`src/rtl/instr_fetch_unit_if.sv`:
```
// Instruction-memory read port: request plus doubleword address out, two words back.
// The fetch unit is the master; the instruction memory (or its model) is the slave.
interface instr_fetch_unit_if #(
  parameter int PCbitsize = 32
);
  logic                 imem_req;
  logic [PCbitsize-1:0] imem_addr;
  logic [31:0]          imem_rdata1;
  logic [31:0]          imem_rdata2;

  modport master (
    output imem_req,
    output imem_addr,
    input  imem_rdata1,
    input  imem_rdata2
  );

  modport slave (
    input  imem_req,
    input  imem_addr,
    output imem_rdata1,
    output imem_rdata2
  );
endinterface

```
`src/rtl/instr_fetch_unit.sv`:
```
// Dual-issue instruction fetch stage.
// Issues one doubleword read per cycle, buffers the returned instruction pairs in a
// small circular fetch queue and presents the head pair to the IF/ID register.
// A branch redirect flushes the queue, drops any in-flight response and restarts
// fetching at the target; a word-aligned (non-doubleword) target masks the first
// slot of the first returned pair with NOP_WORD.
module instr_fetch_unit #(
  parameter int                   PCbitsize = 32,
  parameter int                   QDEPTH    = 4,
  parameter logic [PCbitsize-1:0] RESET_PC  = '0,
  parameter logic [31:0]          NOP_WORD  = 32'h4020_0000
) (
  input  logic                 clk,
  input  logic                 reset_n,
  input  logic                 stall,
  input  logic                 redirect,
  input  logic [PCbitsize-1:0] redirect_target,
  instr_fetch_unit_if.master   imem,
  output logic [PCbitsize-1:0] PC_adderOut,
  output logic [31:0]          instruction1,
  output logic [31:0]          instruction2,
  output logic                 pair_valid
);

  localparam int AW = $clog2(QDEPTH);
  localparam int CW = AW + 1;
  localparam logic [CW-1:0]        QDEPTH_C   = CW'(QDEPTH);
  localparam logic [PCbitsize-1:0] PC_STEP    = PCbitsize'(8);
  localparam logic [PCbitsize-1:0] RESET_ADDR = {RESET_PC[PCbitsize-1:3], 3'b000};

  typedef struct packed {
    logic [PCbitsize-1:0] pair_pc;
    logic [31:0]          word1;
    logic [31:0]          word2;
    logic                 skip1;
  } entry_t;

  // Fetch-side state
  logic [PCbitsize-1:0] fetch_pc;
  logic [PCbitsize-1:0] inflight_pc;
  logic                 inflight;
  logic                 inflight_skip;
  logic                 pend_skip;

  // Fetch queue state
  entry_t               queue_mem [QDEPTH];
  logic [AW-1:0]        head;
  logic [AW-1:0]        tail;
  logic [CW-1:0]        count;
  logic [PCbitsize-1:0] last_pc8;

  // Derived control
  logic [CW:0]          occupancy;
  logic                 req;
  logic                 enq;
  logic                 deq;
  logic                 empty;
  entry_t               head_entry;
  logic [PCbitsize-1:0] head_pc8;
  logic [PCbitsize-1:0] target_aligned;
  logic                 unused_target_bits;

  // Bits [1:0] of the redirect target never select anything: fetch is word-granular.
  assign unused_target_bits = ^redirect_target[1:0];
  assign target_aligned     = {redirect_target[PCbitsize-1:3], 3'b000};

  // Requests in flight count against the queue so that a returning response
  // always finds a free slot; a same-cycle dequeue earns no credit.
  assign occupancy = {1'b0, count} + {{CW{1'b0}}, inflight};
  assign req       = reset_n && !redirect && (occupancy < {1'b0, QDEPTH_C});
  assign enq       = inflight && !redirect;
  assign empty     = (count == '0);
  assign deq       = pair_valid && !stall;

  assign head_entry = queue_mem[head];
  assign head_pc8   = head_entry.pair_pc + PC_STEP;

  assign imem.imem_req  = req;
  assign imem.imem_addr = fetch_pc;

  // Fetch PC, in-flight tracking and the pending-skip flag for unaligned targets.
  // NOTE: every register is written with <= so all flops sample the same pre-edge
  // values; a blocking = here would let later statements see half-updated state.
  always_ff @(posedge clk or negedge reset_n) begin
    if (!reset_n) begin
      fetch_pc      <= RESET_ADDR;
      inflight_pc   <= '0;
      inflight      <= 1'b0;
      inflight_skip <= 1'b0;
      pend_skip     <= 1'b0;
    end else begin
      inflight      <= req;
      inflight_skip <= req && pend_skip;
      if (req) begin
        inflight_pc <= fetch_pc;
      end
      if (redirect) begin
        fetch_pc  <= target_aligned;
        pend_skip <= redirect_target[2];
      end else if (req) begin
        fetch_pc  <= fetch_pc + PC_STEP;
        pend_skip <= 1'b0;
      end
    end
  end

  // Queue pointers, occupancy and the PC+8 of the most recently consumed pair.
  always_ff @(posedge clk or negedge reset_n) begin
    if (!reset_n) begin
      head     <= '0;
      tail     <= '0;
      count    <= '0;
      last_pc8 <= '0;
    end else if (redirect) begin
      head  <= '0;
      tail  <= '0;
      count <= '0;
    end else begin
      if (enq) begin
        tail <= tail + AW'(1);
      end
      if (deq) begin
        head     <= head + AW'(1);
        last_pc8 <= head_pc8;
      end
      unique case ({enq, deq})
        2'b10:   count <= count + CW'(1);
        2'b01:   count <= count - CW'(1);
        default: count <= count;
      endcase
    end
  end

  // Queue storage: write the returning response at the tail.
  // NOTE: the storage array has no reset; count alone decides which entries are
  // live, so clearing the data would only add reset fan-out for no behaviour.
  always_ff @(posedge clk) begin
    if (enq) begin
      queue_mem[tail] <= '{pair_pc: inflight_pc,
                           word1:   imem.imem_rdata1,
                           word2:   imem.imem_rdata2,
                           skip1:   inflight_skip};
    end
  end

  // Present the head pair, or NOP filler when empty or being flushed.
  // NOTE: every output gets a default first so no path through the block leaves
  // a value unassigned, which would otherwise infer a latch.
  always_comb begin
    pair_valid   = 1'b0;
    instruction1 = NOP_WORD;
    instruction2 = NOP_WORD;
    PC_adderOut  = last_pc8;
    if (!empty && !redirect) begin
      pair_valid   = 1'b1;
      instruction1 = head_entry.skip1 ? NOP_WORD : head_entry.word1;
      instruction2 = head_entry.word2;
      PC_adderOut  = head_pc8;
    end
  end

  // Occupancy can never exceed the queue depth because requests are credit-gated.
  assert property (@(posedge clk) disable iff (!reset_n) count <= QDEPTH_C)
    else $error("fetch queue occupancy exceeds depth");

endmodule

```
`src/flat_wrapper.sv`:
```
// flat-port wrapper written by rule: the top's interface ports become plain ports
module instr_fetch_unit_flat 
#(
  parameter int                   PCbitsize = 32,
  parameter int                   QDEPTH    = 4,
  parameter logic [PCbitsize-1:0] RESET_PC  = '0,
  parameter logic [31:0]          NOP_WORD  = 32'h4020_0000
)
  (clk, reset_n, stall, redirect, redirect_target, PC_adderOut, instruction1, instruction2, pair_valid, imem_imem_req, imem_imem_addr, imem_imem_rdata1, imem_imem_rdata2);
  instr_fetch_unit_if #(.PCbitsize(PCbitsize)) imem_i ();
  input  logic clk;
  input  logic reset_n;
  input  logic stall;
  input  logic redirect;
  input  logic [PCbitsize-1:0] redirect_target;
  output logic [PCbitsize-1:0] PC_adderOut;
  output logic [31:0] instruction1;
  output logic [31:0] instruction2;
  output logic pair_valid;
  output wire logic [$bits(imem_i.imem_req)-1:0] imem_imem_req;
  output wire logic [$bits(imem_i.imem_addr)-1:0] imem_imem_addr;
  input wire logic [$bits(imem_i.imem_rdata1)-1:0] imem_imem_rdata1;
  input wire logic [$bits(imem_i.imem_rdata2)-1:0] imem_imem_rdata2;
  assign imem_imem_req = imem_i.imem_req;
  assign imem_imem_addr = imem_i.imem_addr;
  assign imem_i.imem_rdata1 = imem_imem_rdata1;
  assign imem_i.imem_rdata2 = imem_imem_rdata2;
  instr_fetch_unit #(.PCbitsize(PCbitsize), .QDEPTH(QDEPTH), .RESET_PC(RESET_PC), .NOP_WORD(NOP_WORD)) u_core (.clk(clk), .reset_n(reset_n), .stall(stall), .redirect(redirect), .redirect_target(redirect_target), .imem(imem_i), .PC_adderOut(PC_adderOut), .instruction1(instruction1), .instruction2(instruction2), .pair_valid(pair_valid));
endmodule
```
`config.mk`:
```
export PLATFORM = sky130hd
export DESIGN_NAME = instr_fetch_unit_flat
export DESIGN_NICKNAME = d
export VERILOG_FILES = /design/src/rtl/instr_fetch_unit_if.sv /design/src/rtl/instr_fetch_unit.sv /design/src/flat_wrapper.sv
export SDC_FILE = /design/constraint.sdc
export NUM_CORES = 1
export LEC_CHECK = 0
export ABC_AREA = 1
export ABC_CLOCK_PERIOD_IN_PS = 4650
export BUFFER_PORTS_ARGS = -buffer_cell sky130_fd_sc_hd__buf_2
export CORE_MARGIN = 1.5
export CORE_UTILIZATION = 40
export DETAILED_ROUTE_END_ITERATION = 7
export PLACE_DENSITY = 0.58
export SYNTH_ARGS = -nofsm -noshare
export SYNTH_HDL_FRONTEND = slang
export SYNTH_SLANG_ARGS = --single-unit
```
`constraint.sdc`:
```
create_clock -name clk -period 4.65 [get_ports clk]
set_input_delay 0.2325 -clock clk [delete_from_list [all_inputs] [get_ports clk]]
set_output_delay 0.2325 -clock clk [all_outputs]
set_load 0.05 [all_outputs]
```
-- After elaboration in Yosys (flattened, before gate mapping)
Memories as Yosys holds them, arrays and structs flattened.
Cells that the tools add are included.
- add/sub/neg operators: 7
- magnitude comparators: 1
- equal/unequal tests: 2
- muxes and demuxes: 17
- bitwise gates (word level): 1
- reductions and logical operators: 15
- operators with widths (operator ; number):
    2-to-1 mux 32 bit ; 6
    adder 32 x 4 -> 32 bit, second input constant ; 2
    2-to-1 mux 2 bit ; 4
    logical AND 1 bit ; 6
    one-hot mux 3 bit (2 select lines) ; 1
    nonzero test 2 bit ; 3
    2-to-1 mux 1 bit ; 5
    adder 2 x 1 -> 2 bit, second input constant ; 2
    adder 3 x 1 -> 4 bit ; 1
    less-than comparator 4 x 3 -> 1 bit, second input constant ; 1
    adder 3 x 1 -> 3 bit, second input constant ; 1
    zero test 1 bit ; 3
    zero test 3 bit ; 1
    2-to-1 mux 3 bit ; 1
    nonzero test 3 bit ; 1
    subtractor 3 x 1 -> 3 bit, second input constant ; 1
    equality test 2 x 1 -> 1 bit, second input constant ; 1
    equality test 2 bit, second input constant ; 1
    AND reduction 2 bit ; 1
    NOT 1 bit ; 1
- flip-flop bits (word level): 106
- bits in writable memories: 388
- input port bits: 100
- output and inout port bits: 130
- logic and storage cells: 53
- memories kept: 1
- memories (name ; depth ; width ; read ports ; clocked after memory_dff ; wr ports ; line ; RTL):
    u_core.queue_mem ; 4 ; 97 ; 1 ; 0 ; 1 ; instr_fetch_unit.sv:46 ; entry_t queue_mem [QDEPTH];

-- Depth between registers and ports, before layout
Gate-level depths: netlist (run 1).
- depth after elaboration: 8
- mapped depth: 16

-- Least setup slack after synthesis (run 1)
OpenSTA, ideal clock, no wires.
- kind: input -> register
- from: input redirect
- to: memory u_core.queue_mem[0][0] (netlist name), enable pin
- setup time: 547 ps
- arrival: 4568 ps
- data required time: 4103 ps
- slack: -466 ps
- stages on the path: 4
- buffers on the path: 1
- cells stage by stage: buf_2 -> inv_2 -> nand2_1 -> nor2_1
- word-level cells in the longest chain between the ends: 4
- RTL lines (item ; line ; RTL):
    start: declaration ; flat_wrapper.sv:14 ; input logic redirect;
    zero test 1 bit ; instr_fetch_unit.sv:71 ; assign enq = inflight && !redirect;
    logical AND 1 bit ; instr_fetch_unit.sv:71 ;
    2-to-1 mux 1 bit ; instr_fetch_unit.sv:138 ; if (enq) begin
    2-to-1 mux 1 bit (not written as such) ; instr_fetch_unit.sv:139 ; queue_mem[tail] <= '{pair_pc: inflight_pc,
    end: declaration ; instr_fetch_unit.sv:46 ;
Every way passes these cells.

-- Final worst setup path (run 1)
- from: register u_core.head[0]
- to: output PC_adderOut[20]
- word-level cells in the longest chain between the ends: 3
- RTL lines (item ; line ; RTL):
    start: declaration ; instr_fetch_unit.sv:47 ; logic [AW-1:0] head;
    start signal: assignment ; instr_fetch_unit.sv:123 ; head <= head + AW'(1);
    memory read (4 x 97 bit) ; n/a ;
    adder 32 x 4 -> 32 bit ; instr_fetch_unit.sv:76 ; assign head_pc8 = head_entry.pair_pc + PC_STEP;
    2-to-1 mux 32 bit ; instr_fetch_unit.sv:154 ; if (!empty && !redirect) begin
    end: declaration ; flat_wrapper.sv:16 ; output logic [PCbitsize-1:0] PC_adderOut;
Every way passes these cells.

==> impl_metrics.env, run 1 <==
export IMPL_outcome="finished clean"
export IMPL_peakVddDrop_v=0.000319
export IMPL_yosys_area_top_type_share_pct=54.5
export IMPL_io_buffers=221
export IMPL_powerDensity_mw_per_mm2=552
export IMPL_die_area_sq_mm=0.0532
export IMPL_cts_resized=0
export IMPL_grt_pass1_vias=14700
export IMPL_yosysMostFrequentCell="nand2_1"
export IMPL_postCtsSetupBuffers=0
export IMPL_finalHoldViolCount=0
export IMPL_antenna_found_initial=1
export IMPL_endpoint_kind="output pin"
export IMPL_critPathKind="flop to output pin"
export IMPL_nNetsFinal=2439
export IMPL_drtIter0Drc=1065
export IMPL_crit_buf_inv=2
export IMPL_clock_root_buffer="clkbuf_16"
export IMPL_crit_fanout=87
export IMPL_synth_flop_cell="edfxtp_1"
export IMPL_syn_to_final_growth_pct=20.5
export IMPL_dp_hpwl_mm=32.7
export IMPL_drc=0
export IMPL_synth_area_sq_mm=0.0207
export IMPL_drt_first_pass_iters=6
export IMPL_layout_drive_gt1_share_pct=14.6
export IMPL_fin_ws_ns=0.494
export IMPL_synth_edf_count=376
export IMPL_cts_hold_buf=95
export IMPL_die_height_um=231
export IMPL_leakagePower_nw=10.1
export IMPL_cts_tree="yes"
export IMPL_htreeDepth=2
export IMPL_synth_warnings=0
export IMPL_crit_chain="buf_4, nand2_1, nand3_1, nand2_1, nor2_1, nand3_1, nor2_2, nand2_1, nand2_1, nand3_1, nand2_1, buf_2"
export IMPL_fillers=4738
export IMPL_wirelength_mm=52.6
export IMPL_rsz0062_at_grt="no"
export IMPL_grt_util_all_layers_pct=19.7
export IMPL_grt_overflow_total=0
export IMPL_ys_types=40
export IMPL_cp_arrival_ns=3.92
export IMPL_timing_slew_headroom_pct=34.6
export IMPL_post_route_util_pct=48.7
export IMPL_clk_latency_ns=0.59
export IMPL_cpMaxStageDelayCell="buf_4"
export IMPL_fin_tns_setup_ns=0
export IMPL_cts_buffers=50
export IMPL_cp_start_kind="flop"
export IMPL_dp_slack_ns=1.09
export IMPL_gp_congestion=0.880
export IMPL_coreArea_sq_mm=0.0513
export IMPL_grt_pass1_wl_mm=82.1
export IMPL_cp_common_cell="nand2_1"
export IMPL_yosys_top_cells_count="nand2_1, edfxtp_1, nor2_1"
export IMPL_seq_area_frac_synth_pct=66.2
export IMPL_num_io_pins=230
export IMPL_tightest_slew_ns=0.981
export IMPL_fmax_mhz=241
export IMPL_vias_per_cell=4.98
export IMPL_slowest_delay_ns=0.77
export IMPL_clkSlewWorstSetupHoldPaths_ns=0.06
export IMPL_hold_class="primary input to flop"
export IMPL_netlist_instances=2042
export IMPL_ys_async_sr_fraction_pct=20.5
export IMPL_critPathTopFamily="simple AND/OR/NAND/NOR gates"
export IMPL_period_share_pct=89.4
export IMPL_wl_per_cell_um=17.2
export IMPL_drtAntennaViolNets=0
export IMPL_dpl_cell_count=2865
export IMPL_critPathRequiredTime_ns=4.42
export IMPL_syn_avg_cell_area_sq_um=10.2
export IMPL_clock_path_buffers=3
export IMPL_fin_skew_ns=0.0242
export IMPL_ys_ff_latch=473
export IMPL_dpl_cell_area_sq_mm=0.0224
export IMPL_drv_slew=0
export IMPL_fin_crit_ns=4.16
export IMPL_cts_sinks=473
export IMPL_maxCapViolations=0
export IMPL_dieWidth_um=231
export IMPL_finalInstanceArea_sq_mm=0.0250
export IMPL_rows=83
export IMPL_yosys_top_cells_area="edfxtp_1, dfrtp_1, nand2_1"
export IMPL_vias=15200
export IMPL_power_mw=13.8
export IMPL_start_util_pct=40.4
export IMPL_worst_hold_slack_ns=0.136
export IMPL_setup_viol=0
export IMPL_yosysTopAreaCell="edfxtp_1"
export IMPL_grt_start_max_net_pins=88
export IMPL_final_cells=3049
-- tightest hold or removal path, cell delays in order --
cell and delay, ns:
buf_2 0.13, nor2_4 0.14, nand2_1 0.11, nand2_1 0.04
-- metal layers --
metal  vias to the layer above  share of wire [%]  wire, um  GRT usage (%)
li1                       7458                  -         -              -
met1                      7264                 46     24000           27.3
met2                       371                 47     24900           32.4
met3                        83                4.7      2450           3.04
met4                         0                2.2      1160           5.29
met5                         -                  0         0              0
-- registers in the layout, indices dropped and copies added, names as in the netlist --
register	cells
u_core.queue_mem	376
u_core.imem.imem_addr	29
u_core.inflight_pc	29
u_core.last_pc8	29
u_core.count	3
u_core.head	2
u_core.tail	2
u_core.inflight	1
u_core.inflight_skip	1
u_core.pend_skip	1
-- power by group --
group | total [mW] | internal (mW) | leakage (nW) | switching, mW
clock | 3.89 | 2.29 | 0.771 | 1.61
sequential | 5.45 | 5.07 | 4.61 | 0.380
combinational | 4.43 | 1.04 | 4.72 | 3.39
-- worst paths after layout --
kind                                     start  slack (ns)                   endpoint  depth (start not counted)
max in group asynchronous              reset_n        3.22  u_core.imem.imem_addr[24]                          3
setup reg to reg                u_core.head[0]        1.53        u_core.last_pc8[20]                         10
min in group asynchronous              reset_n        0.18         u_core.last_pc8[5]                          2
setup / recovery                u_core.head[0]        0.49            PC_adderOut[20]                         12
hold / removal                           stall        0.14        u_core.last_pc8[19]                          4
hold reg to reg            u_core.last_pc8[19]        0.48        u_core.last_pc8[19]                          2
-- cells in the final DEF, fill, tap and decap left out, types with 5 or more instances in the layout --
| cell | synthesis | final |
|---|---|---|
| o21ai_1 | 6 | 6 |
| dlygate4sd3_1 | 0 | 95 |
| clkbuf_1 | 43 | 16 |
| nor2_2 | 8 | 8 |
| clkbuf_8 | 0 | 5 |
| buf_2 | 30 | 220 |
| nand4_1 | 7 | 7 |
| nor2_1 | 329 | 325 |
| o211ai_1 | 8 | 8 |
| conb_1 | 1 | 6 |
| nand3_1 | 117 | 117 |
| o221ai_1 | 11 | 11 |
| buf_4 | 7 | 21 |
| dfrtp_1 | 97 | 95 |
| a21oi_1 | 64 | 64 |
| nor3_1 | 11 | 11 |
| nand2_1 | 568 | 568 |
| nor2_4 | 4 | 8 |
| xor2_1 | 30 | 30 |
| edfxtp_1 | 376 | 376 |
| ha_1 | 6 | 6 |
| inv_1 | 66 | 66 |
| inv_2 | 7 | 6 |
| o21ai_0 | 193 | 193 |
| clkbuf_16 | 0 | 50 |
-- cell type report --
class	count	area (sq um)	area share (%)
clock buffers	71	1380	5.53
inverters	74	285	1.14
well taps	680	851	3.41
flip-flops and latches	473	13700	55.0
clock inverters	17	215	0.862
multi-input cells	1394	6240	25.0
repair buffers	339	2270	9.09
diodes	1	2.50	0.0100
-- kinds of logic (layout without fill, tap and decap cells) --
family	count (synthesis)	count (layout)	synth area share [%]
fa+ha+maj	7	7	0.459
flops	473	473	66.2
simple gates	1053	1053	20.3
other cells	1	7	0.0181
buf+inv	180	501	3.95
xor+xnor	33	33	1.39
compound gates	295	295	7.65
Power figures use the tool's default switching activity.
==> run 2: changes to the inputs <==
--- a/config.mk
+++ b/config.mk
@@ -11,7 +11,9 @@
 export CORE_MARGIN = 1.5
 export CORE_UTILIZATION = 40
 export DETAILED_ROUTE_END_ITERATION = 7
+export GPL_TIMING_DRIVEN = 0
 export PLACE_DENSITY = 0.58
+export SLEW_MARGIN = 30
 export SYNTH_ARGS = -nofsm -noshare
 export SYNTH_HDL_FRONTEND = slang
 export SYNTH_SLANG_ARGS = --single-unit
==> impl_metrics.env, run 2 (synthesis results as in run 1) <==
export IMPL_setup_viol=0
export IMPL_r2r_end="u_core.last_pc8[13]"
export IMPL_fillers=4618
export IMPL_start_util_pct=40.4
export IMPL_htreeDepth=2
export IMPL_regMostFlops="u_core.queue_mem"
export IMPL_clock_path_buffers=3
export IMPL_reg2reg_depth=11
export IMPL_rows=83
export IMPL_clock_root_buffer="clkbuf_16"
export IMPL_antenna_found_initial=1
export IMPL_drc=0
export IMPL_period_share_pct=85.4
export IMPL_wirelength_mm=59.1
export IMPL_cts_sinks=473
export IMPL_worst_hold_slack_ns=0.0808
export IMPL_io_buffers=220
export IMPL_clkSlewWorstSetupHoldPaths_ns=0.06
export IMPL_largest_reg_flops=376
export IMPL_grt_pass1_vias=15400
export IMPL_gp_congestion=0.902
export IMPL_layout_drive_gt1_share_pct=15.6
export IMPL_tightest_slew_ns=0.765
export IMPL_powerDensity_mw_per_mm2=545
export IMPL_outcome="finished clean"
export IMPL_finalHoldViolCount=0
export IMPL_vias=16000
export IMPL_fin_crit_ns=3.97
export IMPL_wl_per_cell_um=18.7
export IMPL_cp_start_kind="flop"
export IMPL_drv_slew=0
export IMPL_vias_per_cell=5.07
export IMPL_endpoint_kind="output pin"
export IMPL_critPathKind="flop to output pin"
export IMPL_clk_latency_ns=0.62
export IMPL_dieWidth_um=231
export IMPL_cts_tree="yes"
export IMPL_fmax_mhz=252
export IMPL_r2r_start="u_core.head[1]"
export IMPL_mostFrequentLayoutCells="nand2_1, edfxtp_1, nor2_1, buf_2, o21ai_0"
export IMPL_power_mw=14.1
export IMPL_grt_util_all_layers_pct=22.2
export IMPL_grt_pass1_wl_mm=89.9
export IMPL_drt_first_pass_iters=5
export IMPL_nNetsFinal=2545
export IMPL_die_area_sq_mm=0.0532
export IMPL_peakVddDrop_v=0.000318
export IMPL_die_height_um=231
export IMPL_final_cells=3158
export IMPL_rsz0062_at_grt="no"
export IMPL_syn_to_final_growth_pct=25.0
export IMPL_num_io_pins=230
export IMPL_r2r_setup_slack_ns=1.73
export IMPL_grt_start_max_net_pins=69
export IMPL_leakagePower_nw=10.5
export IMPL_cts_buffers=50
export IMPL_drtIter0Drc=1237
export IMPL_grt_overflow_total=0
export IMPL_mostFrequentLayoutCell="nand2_1"
export IMPL_cp_arrival_ns=3.74
export IMPL_dp_hpwl_mm=41.5
export IMPL_dpl_cell_count=2971
export IMPL_hold_class="primary input to asynchronous set/reset pin"
export IMPL_maxCapViolations=0
export IMPL_timing_slew_headroom_pct=49.0
export IMPL_crit_fanout=10
export IMPL_fin_skew_ns=0.0364
export IMPL_coreArea_sq_mm=0.0513
export IMPL_drtAntennaViolNets=0
export IMPL_critPathRequiredTime_ns=4.42
==> run 2: timing repair <==
item	CTS	global route
buffers inserted	0	0
gates resized for setup	0	0
setup endpoints to repair	0	0
hold buffers	95	0
hold endpoints to repair	383	0
==> run 2: layer usage <==
metal / track usage (%) / wire, um / part of all wire [%] / up-vias
li1: - / - / - / 7708
met1: 30.3 / 25900 / 44 / 7668
met2: 36.8 / 28100 / 48 / 555
met3: 3.14 / 3650 / 6.2 / 92
met4: 6.43 / 1410 / 2.4 / 0
met5: 0 / 0 / 0 / -
==> run 2: through the flow <==
stage / utilization [%] / cell area (sq um) / setup TNS, ns / worst slack (ns)
finish: 50.5 / 25900 / 0 / 0.677
CTS: 50.5 / 25900 / 0 / 0.764
global route: 50.5 / 25900 / 0 / 0.469
global placement: 44.2 / 22700 / -1501.98 / -4.05
floorplan: - / 20700 / -175.09 / -0.466
detailed placement: 45.6 / 23400 / 0 / 1.41
==> run 2: critical path, cell delays in order, from the launching register on <==
cell	delay, ns
dfrtp_1	0.41
inv_2	0.12
clkbuf_1	0.56
o211ai_1	0.19
nand2_1	0.21
ha_1	0.22
nand3_1	0.13
nor2_1	0.16
nand2_1	0.13
nor2_1	0.27
nand3_1	0.12
nand2_1	0.10
nand3_1	0.10
nand2_1	0.14
buf_2	0.28
==> run 2: how the worst max path moves through the flow <==
stage                         endpoint           start  cells after the start
2_1_floorplan   u_core.queue_mem[0][0]        redirect                      4
5_1_grt                PC_adderOut[29]  u_core.head[1]                     14
3_3_place_gp   u_core.queue_mem[1][50]        redirect                      4
4_1_cts                PC_adderOut[29]  u_core.head[1]                     14
6_report               PC_adderOut[29]  u_core.head[1]                     14
3_5_place_dp           PC_adderOut[29]  u_core.head[1]                     14
==> run 2: layout make-up <==
cell class              instances  area (sq um)  share of cell area, %
diodes                          1          2.50                0.00966
multi-input cells            1394          6240                   24.1
well taps                     680           851                   3.28
clock inverters                27           264                   1.02
repair buffers                339          2720                   10.5
flip-flops and latches        473         13700                   52.9
clock buffers                  64          1300                   5.03
inverters                      74           283                   1.09
plain buffers                 106           537                   2.07
==> run 2: power breakdown <==
part | internal, mW | total [mW] | switching, mW
Clock | 2.16 | 3.84 | 1.68
Combinational | 1.19 | 4.89 | 3.70
Sequential | 5.07 | 5.40 | 0.334
Total | 8.43 | 14.1 | 5.71
